===== config.mk =====
export PLATFORM = sky130hd
export DESIGN_NAME = rriot_bus_master
export DESIGN_NICKNAME = d
export VERILOG_FILES = /design/src/rtl/rriot_pkg.sv /design/src/rtl/rriot_phase_gen.sv /design/src/rtl/rriot_bus_master.sv
export SDC_FILE = /design/constraint.sdc
export NUM_CORES = 1
export LEC_CHECK = 0
export CAP_MARGIN = 20
export CORE_ASPECT_RATIO = 1.2
export CORE_MARGIN = 8
export CORE_UTILIZATION = 45
export CTS_CLUSTER_SIZE = 20
export DETAILED_ROUTE_END_ITERATION = 16
export HOLD_SLACK_MARGIN = 0.15
export PLACE_DENSITY = 0.89
export REMOVE_ABC_BUFFERS = 1
export SLEW_MARGIN = 10
export SYNTH_ARGS = -nofsm -noshare
export SYNTH_HDL_FRONTEND = slang
export SYNTH_SLANG_ARGS = --single-unit

===== constraint.sdc =====
create_clock -name clk -period 2 [get_ports clk]
set_input_delay 0.3 -clock clk [delete_from_list [all_inputs] [get_ports clk]]
set_output_delay 0.3 -clock clk [all_outputs]
set_load 0.02 [all_outputs]

===== src/rtl/rriot_pkg.sv =====
// Shared types and limits for the RRIOT (6530/6532) bus master.
// Holds the FSM state enum, the latched bus-cycle bundle and counter widths.
package rriot_pkg;

   localparam int PHASE_MAX = 16;
   localparam int RES_MAX   = 255;
   localparam int PH_W      = $clog2(PHASE_MAX);
   localparam int RES_W     = $clog2(RES_MAX + 1);

   typedef enum logic [2:0] {
      RESET,
      IDLE,
      PH1,
      PH2,
      DONE
   } state_t;

   typedef struct packed {
      logic       we;
      logic [9:0] addr;
      logic       rs0;
      logic [7:0] wdata;
   } bus_cycle_t;

endpackage


===== src/rtl/rriot_phase_gen.sv =====
// phi2 half-phase down-counter: load sets the count, tick decrements.
// Ports: clk, rst, load, load_val, tick in; tc (count == 0) out.
module rriot_phase_gen
   import rriot_pkg::*;
(
   input  logic            clk,
   input  logic            rst,
   input  logic            load,
   input  logic [PH_W-1:0] load_val,
   input  logic            tick,
   output logic            tc
);

   logic [PH_W-1:0] cnt;

   // Saturates at zero so a stray tick never wraps the count.
   always_ff @(posedge clk) begin
      if (rst) begin
         cnt <= '0;
      end else if (load) begin
         cnt <= load_val;
      end else if (tick && (cnt != '0)) begin
         cnt <= cnt - 1'b1;
      end
   end

   assign tc = (cnt == '0);

endmodule


===== src/rtl/rriot_bus_master.sv =====
// Command-to-bus-cycle master for a 6530/6532 RRIOT: one phi2 cycle per cmd.
// Ports: cmd_* request handshake, rsp_* completion; phi2/r_w/addr/rs0/cs1/
// cs2/res_n/db_* drive the chip bus; irq_n in, irq out. Macro
// RRIOT_IRQ_SYNC_EN selects a two-flop irq synchronizer (else one flop).
module rriot_bus_master
   import rriot_pkg::*;
#(
   parameter int PHASE_CYCLES = 2,
   parameter int RES_CYCLES   = 8
) (
   input  logic       clk,
   input  logic       rst,
   input  logic       cmd_valid,
   output logic       cmd_ready,
   input  logic       cmd_we,
   input  logic [9:0] cmd_addr,
   input  logic       cmd_rs0,
   input  logic [7:0] cmd_wdata,
   output logic       rsp_valid,
   output logic [7:0] rsp_rdata,
   output logic       phi2,
   output logic       r_w,
   output logic [9:0] addr,
   output logic       rs0,
   output logic       cs1,
   output logic       cs2,
   output logic       res_n,
   output logic [7:0] db_o,
   output logic       db_oe,
   input  logic [7:0] db_i,
   input  logic       irq_n,
   output logic       irq
);

   localparam logic [PH_W-1:0]  PH_LOAD  = PH_W'(PHASE_CYCLES - 1);
   localparam logic [RES_W-1:0] RES_LOAD = RES_W'(RES_CYCLES - 1);

   state_t           state;
   state_t           state_nxt;
   bus_cycle_t       cyc_q;
   logic [RES_W-1:0] res_cnt;
   logic [7:0]       rdata_q;
   logic             ph_load;
   logic             ph_tick;
   logic             ph_tc;

   rriot_phase_gen u_phase_gen (
      .clk      (clk),
      .rst      (rst),
      .load     (ph_load),
      .load_val (PH_LOAD),
      .tick     (ph_tick),
      .tc       (ph_tc)
   );

   always_ff @(posedge clk) begin
      if (rst) begin
         state   <= RESET;
         res_cnt <= RES_LOAD;
         cyc_q   <= '0;
         rdata_q <= '0;
      end else begin
         state <= state_nxt;
         if ((state == RESET) && (res_cnt != '0)) begin
            res_cnt <= res_cnt - 1'b1;
         end
         if ((state == IDLE) && cmd_valid) begin
            cyc_q <= {cmd_we, cmd_addr, cmd_rs0, cmd_wdata};
         end
         // Edge that closes the last PH2 cycle: read data is valid here.
         if ((state == PH2) && ph_tc) begin
            rdata_q <= cyc_q.we ? 8'h00 : db_i;
         end
      end
   end

   always_comb begin
      state_nxt = state;
      ph_load   = 1'b0;
      ph_tick   = 1'b0;
      cmd_ready = 1'b0;
      rsp_valid = 1'b0;
      phi2      = 1'b0;
      r_w       = 1'b1;
      cs1       = 1'b0;
      cs2       = 1'b1;
      db_oe     = 1'b0;
      res_n     = 1'b1;
      unique case (state)
         RESET: begin
            res_n = 1'b0;
            if (res_cnt == '0) begin
               state_nxt = IDLE;
            end
         end
         IDLE: begin
            cmd_ready = 1'b1;
            if (cmd_valid) begin
               ph_load   = 1'b1;
               state_nxt = PH1;
            end
         end
         PH1: begin
            r_w = ~cyc_q.we;
            cs1 = 1'b1;
            cs2 = 1'b0;
            if (ph_tc) begin
               ph_load   = 1'b1;
               state_nxt = PH2;
            end else begin
               ph_tick = 1'b1;
            end
         end
         PH2: begin
            phi2  = 1'b1;
            r_w   = ~cyc_q.we;
            cs1   = 1'b1;
            cs2   = 1'b0;
            db_oe = cyc_q.we;
            if (ph_tc) begin
               state_nxt = DONE;
            end else begin
               ph_tick = 1'b1;
            end
         end
         DONE: begin
            // Chip select, r_w and write data held one extra cycle.
            r_w       = ~cyc_q.we;
            cs1       = 1'b1;
            cs2       = 1'b0;
            db_oe     = cyc_q.we;
            rsp_valid = 1'b1;
            state_nxt = IDLE;
         end
         default: begin
            state_nxt = RESET;
         end
      endcase
   end

   assign db_o      = db_oe ? cyc_q.wdata : 8'h00;
   assign addr      = cyc_q.addr;
   assign rs0       = cyc_q.rs0;
   assign rsp_rdata = rdata_q;

`ifdef RRIOT_IRQ_SYNC_EN
   logic irq_meta;

   always_ff @(posedge clk) begin
      if (rst) begin
         irq_meta <= 1'b0;
         irq      <= 1'b0;
      end else begin
         irq_meta <= ~irq_n;
         irq      <= irq_meta;
      end
   end
`else
   always_ff @(posedge clk) begin
      if (rst) begin
         irq <= 1'b0;
      end else begin
         irq <= ~irq_n;
      end
   end
`endif

endmodule


======== Word level (Yosys, flattened, before mapping) ========
Index checks and enable logic that the tools add are counted.
word-level totals
  flip-flop bits (word level) ............. 44
  bits of input ports ..................... 32
  output and inout bits ................... 36
  logic and storage cells ................. 59
cells by class
  $add $sub $neg .......................... 2
  eq/ne operators ......................... 8
  muxes and demuxes ....................... 22
  bitwise logic cells ..................... 2
  reductions and logical operators ........ 15
operators by type and width
  operator             count
  $mux 8               2
  $pmux 3 s5           1
  $mux 1               14
  $mux 3               4
  $logic_not 8->1      1
  $reduce_bool 8->1    1
  $sub 8x1->8 const B  1
  $eq 3x2->1 const B   2
  $ne 2x2->1 const B   3
  $reduce_or 2->1      3
  $logic_and 1x1->1    4
  $logic_not 4->1      1
  $reduce_and 4->1     1
  $reduce_bool 4->1    1
  $sub 4x1->4 const B  1
  $eq 3x1->1 const B   1
  $eq 3x3->1 const B   1
  $logic_not 3->1      1
  $reduce_or 3->1      1
  $ne 2x1->1 const B   1
  $not 1->1            2
  $pmux 1 s2           1
  $reduce_bool 2->1    1

======== Longest topological paths before layout ========
  word-level depth ........................ 6
  mapped depth ............................ 7

======== Hierarchy ========
Synthesis repeated with hierarchy kept, for this count alone.
second synthesis, totals
  cell total of the unflattened synthesis .. 259
  area total of the unflattened synthesis .. 2110.8 µm²
modules (own cells, without submodules)
  module            instances  cells an instance  area an instance (µm²)
  rriot_bus_master  1          230                1848.0
  rriot_phase_gen   1          29                 262.8

======== Least setup slack after synthesis ========
No wires, ideal clock.
  path kind ............................... register to output
  start ................................... register state[1]
  end ..................................... output port db_o[0]
  arrival ................................. 1.850 ns
  required time ........................... 1.700 ns
  slack ................................... -0.150 ns
  cell stages (with the launch flop) ...... 5
  buffers on the path ..................... 1
  cells stage by stage .................... dfxtp_1 -> clkbuf_1 -> nor3b_1 -> o21a_1 -> and2_1
on the way
  longest elaborated chain between the ends .. 4
RTL lines
  what                                      RTL line                 source
  start, declared                           rriot_bus_master.sv:38   state_t state;
  start signal, assigned                    rriot_bus_master.sv:63   state <= state_nxt;
  $eq 3x2->1 or $eq 3x3->1 (tied branches)  rriot_bus_master.sv:89   unique case (state)
  $reduce_or 2->1 (no source line) (*)      --
  $mux 1 (*)                                rriot_bus_master.sv:89
  named net db_oe                           rriot_bus_master.sv:29   output logic db_oe,
  $mux 8 (*)                                rriot_bus_master.sv:141  assign db_o = db_oe ? cyc_q.wdata : 8'h00;
  end, declared                             rriot_bus_master.sv:28   output logic [7:0] db_o,
Mark *: on every way through the listed nets, which the timed path passes. The rest lies on a longest branch.

======== Worst setup path after layout ========
  start ................................... register state[2]
  end ..................................... output port phi2
on the way
  longest elaborated chain between the ends .. 2
RTL lines
  what           RTL line                source
  $eq 3x2->1     rriot_bus_master.sv:89
  $mux 1         rriot_bus_master.sv:89
  end, declared  rriot_bus_master.sv:21  output logic phi2,
No other way between the ends.

==> results.py <==
metrics = {
    "global_routing": {
        "grt_usage_pct": 14.6,
        "gr-total-overflow": 0,
        "grt_max_degree": 21,
        "grt_pass1_vias": 1894,
        "grt_pass1_wl_um": 8170,
        "antenna_found_initial": 0,
    },
    "synthesis": {
        "synth_xor_area_share_pct": 1.32,
        "ys_warn_count": 0,
        "netlist_area_mm2": 0.00198,
        "synth_area_leaders": "dfxtp_1 44%, nand2_1 11%, a21oi_1 9.3%, buf_4 3.8%, nand3b_1 3.0%",
        "synth_top_area_share_pct": 44.4,
        "synth_edf_count": 0,
        "synthSimpleGateAreaFrac_pct": 29.5,
        "synthAdderAreaFrac_pct": 1.89,
        "yosysSeqAreaShare_pct": 44.4,
        "synth_compound_area_share_pct": 13.2,
        "synth_top_family_by_area": "simple AND/OR/NAND/NOR gates",
        "synth_most_common_cell": "nand2_1",
        "ys_top_cells_by_count": "58 x nand2_1, 44 x dfxtp_1, 37 x a21oi_1",
        "synth_top_cell_by_area": "dfxtp_1",
        "ys.flop_type": "dfxtp_1",
        "synthMuxAreaShare_pct": 1.51,
        "synthCells": 245,
        "synth_seq_cells": 44,
        "async_reset_ff_share_pct": 0,
        "synth_cell_types": 38,
        "avgSynthCellArea_um2": 8.09,
    },
    "floorplanning": {
        "io_pins": 68,
        "row_count": 26,
        "chipHeight_um": 88.7,
        "core-area_mm2": 0.00426,
        "start_util_pct": 46.5,
        "dieArea_mm2": 0.00680,
        "die_w_um": 76.6,
    },
    "finish": {
        "final_nets": 343,
        "fillCellCount": 394,
        "design_area_mm2": 0.00277,
        "multi_input_area_um2": 945,
        "seqCellArea_um2": 881,
        "utilization_pct": 64.9,
        "areaGrowthSynthToFinish_pct": 39.5,
        "finalNonFillerCells": 365,
        "antenna_cells": 0,
        "drive_gt1_share_pct": 11.7,
    },
    "clock_network": {
        "clk_latency_ns": 0.29,
        "cts_buffers": 5,
        "clock-root-buffer": "clkbuf_8",
        "cts_sinks": 44,
        "post_cts_buffers": 0,
        "clock_path_buffers": 2,
        "cts_resized": 15,
        "cts_tree": "yes",
        "path_clk_slew_ns": 0.08,
        "ctsHoldBuffers": 0,
        "htreeDepth": 2,
    },
    "worst_setup_path": {
        "r2r-start": "state[0]",
        "cp-end-kind": "output pin",
        "crit_required_ns": 1.70,
        "cp_max_fo": 11,
        "reg2regPathDepth": 5,
        "cp-endpoint": "phi2",
        "crit_path_start_kind": "flip-flop",
        "worst-r2r-setup-slack_ns": 0.21,
        "arrival_ns": 1.57,
        "path_class": "reg -> out",
        "critPathLaunch": "state[2]",
        "reg2reg_to": "res_cnt[7]",
    },
    "route": {
        "wl_met1_um": 1950,
        "drc_errors": 0,
        "firstDrtPassIters": 4,
        "met2_wirelength_um": 2430,
        "wl_per_cell_um": 13.1,
        "top_layer": "met4",
        "drt-initial-drc-count": 136,
        "ant_nets": 0,
        "vias": 1845,
        "wl_met3_um": 308,
        "via_per_inst": 5.05,
        "wirelength_um": 4790,
    },
    "place": {
        "dpl_cell_area_mm2": 0.00270,
        "gp_congestion": 0.825,
        "post-dp-hpwl_um": 3740,
        "dp_cells": 357,
        "port-buffer-count": 67,
    },
    "run": {
        "drv_cap": 0,
    },
    "sta": {
        "layout_min_cycle_time_ns": 1.87,
        "clock.fmax_mhz": 536,
        "tightest_slew_ns": 0.532,
        "slew_viol_final": 0,
        "fin_crit_sh_pct": 93.3,
        "rsz0062_at_grt": "false",
        "setup_viol": 0,
        "hold_ws_ns": 0.455,
        "relSlewSlack_pct": 64.5,
        "finalClockSkew_ns": 0.00742,
        "hold_violations": 0,
    },
    "power_and_ir_drop": {
        "power_mw": 1.75,
        "power.density_mw_per_mm2": 633,
        "leakagePower_nw": 1.02,
        "ir_worst_vdd_v": 0.000454,
    },
    "hold_path": {
        "worstHoldStart": "rsp_rdata[2]",
        "hold_path_class": "reg -> reg",
    },
    "outcome": {
        "run_status": "completed",
    },
}
[power breakdown]
part           switching, mW  internal, mW  total [mW]
clock network          0.296         0.369       0.666
logic                 0.0761         0.101       0.177
registers             0.0166         0.893       0.910
total                  0.389          1.36        1.75
[layout make-up]
class / count / share of cell area (%)
multi-input combinational: 170 / 34.1
sequential: 44 / 31.8
timing repair buffer: 80 / 26.5
tap: 56 / 2.53
clock buffer: 5 / 2.49
clock inverter: 3 / 1.54
inverter: 7 / 0.950
[sequential cells by signal, summed over array words and instances (netlist names)]
register	count
irq	1
state	3
rs0	1
cyc_q	9
addr	10
res_cnt	8
rsp_rdata	8
u_phase_gen.cnt	4
[metal layers]
| metal | up-vias | track usage, % |
|---|---|---|
| li1 | 936 | - |
| met1 | 845 | 14.6 |
| met2 | 56 | 26.6 |
| met3 | 8 | 4.98 |
| met4 | 0 | 7.71 |
| met5 | - | 0 |
[worst min-delay path by stage]
stage / end / slack (ns) / cells after the start
after floorplan: irq / 0.37 / 1
after global routing: rsp_rdata[1] / 0.48 / 2
final: rsp_rdata[2] / 0.46 / 2
after detailed placement: cyc_q[6] / 0.44 / 2
after global placement: rsp_rdata[2] / 0.44 / 2
after CTS: cyc_q[6] / 0.46 / 2
[stage by stage]
stage,TNS (ns),setup slack (ns)
3_3_place_gp,0,0.0521
6_report,0,0.134
4_1_cts,0,0.000523
2_1_floorplan,-0.900,-0.112
3_5_place_dp,0,0.00568
5_1_grt,0,0.0387
[worst max-delay path, stage by stage, from the launching register on]
cell             delay (ns)
dfxtp_1                0.32
buf_4                  0.16
nor2_1                 0.16
clkdlybuf4s50_1        0.64
[placed cells by master, fill, tap and decap left out, types with 2 or more instances in the layout]
cell / synthesis / layout
clkbuf_2: 0 / 8
nand2b_1: 2 / 2
a21oi_1: 37 / 37
clkdlybuf4s50_1: 0 / 53
nor4_1: 2 / 2
xnor2_1: 2 / 2
nor3b_2: 1 / 2
nand2_1: 58 / 58
and2_1: 9 / 9
nor4b_2: 2 / 2
inv_1: 7 / 7
nor2b_1: 3 / 3
buf_4: 10 / 12
ha_1: 3 / 3
dlygate4sd2_1: 0 / 6
o21a_1: 2 / 2
nand3b_1: 8 / 8
dfxtp_1: 44 / 44
o31ai_1: 2 / 2
clkbuf_8: 0 / 5
mux2i_1: 3 / 3
nor2_1: 12 / 12
nand3_1: 2 / 2
nor3_1: 7 / 7
[kinds of logic (layout without fill, tap and decap cells)]
kind of cell	after synthesis	count (layout)
AOI/OAI and AO/OA	47	47
xor gates and xnor gates	3	3
adders and majority gates	3	3
buffers and inverters	31	95
DFF	44	44
muxes	3	3
and+or+nand+nor	114	114
Power figures use the tool's default switching activity.
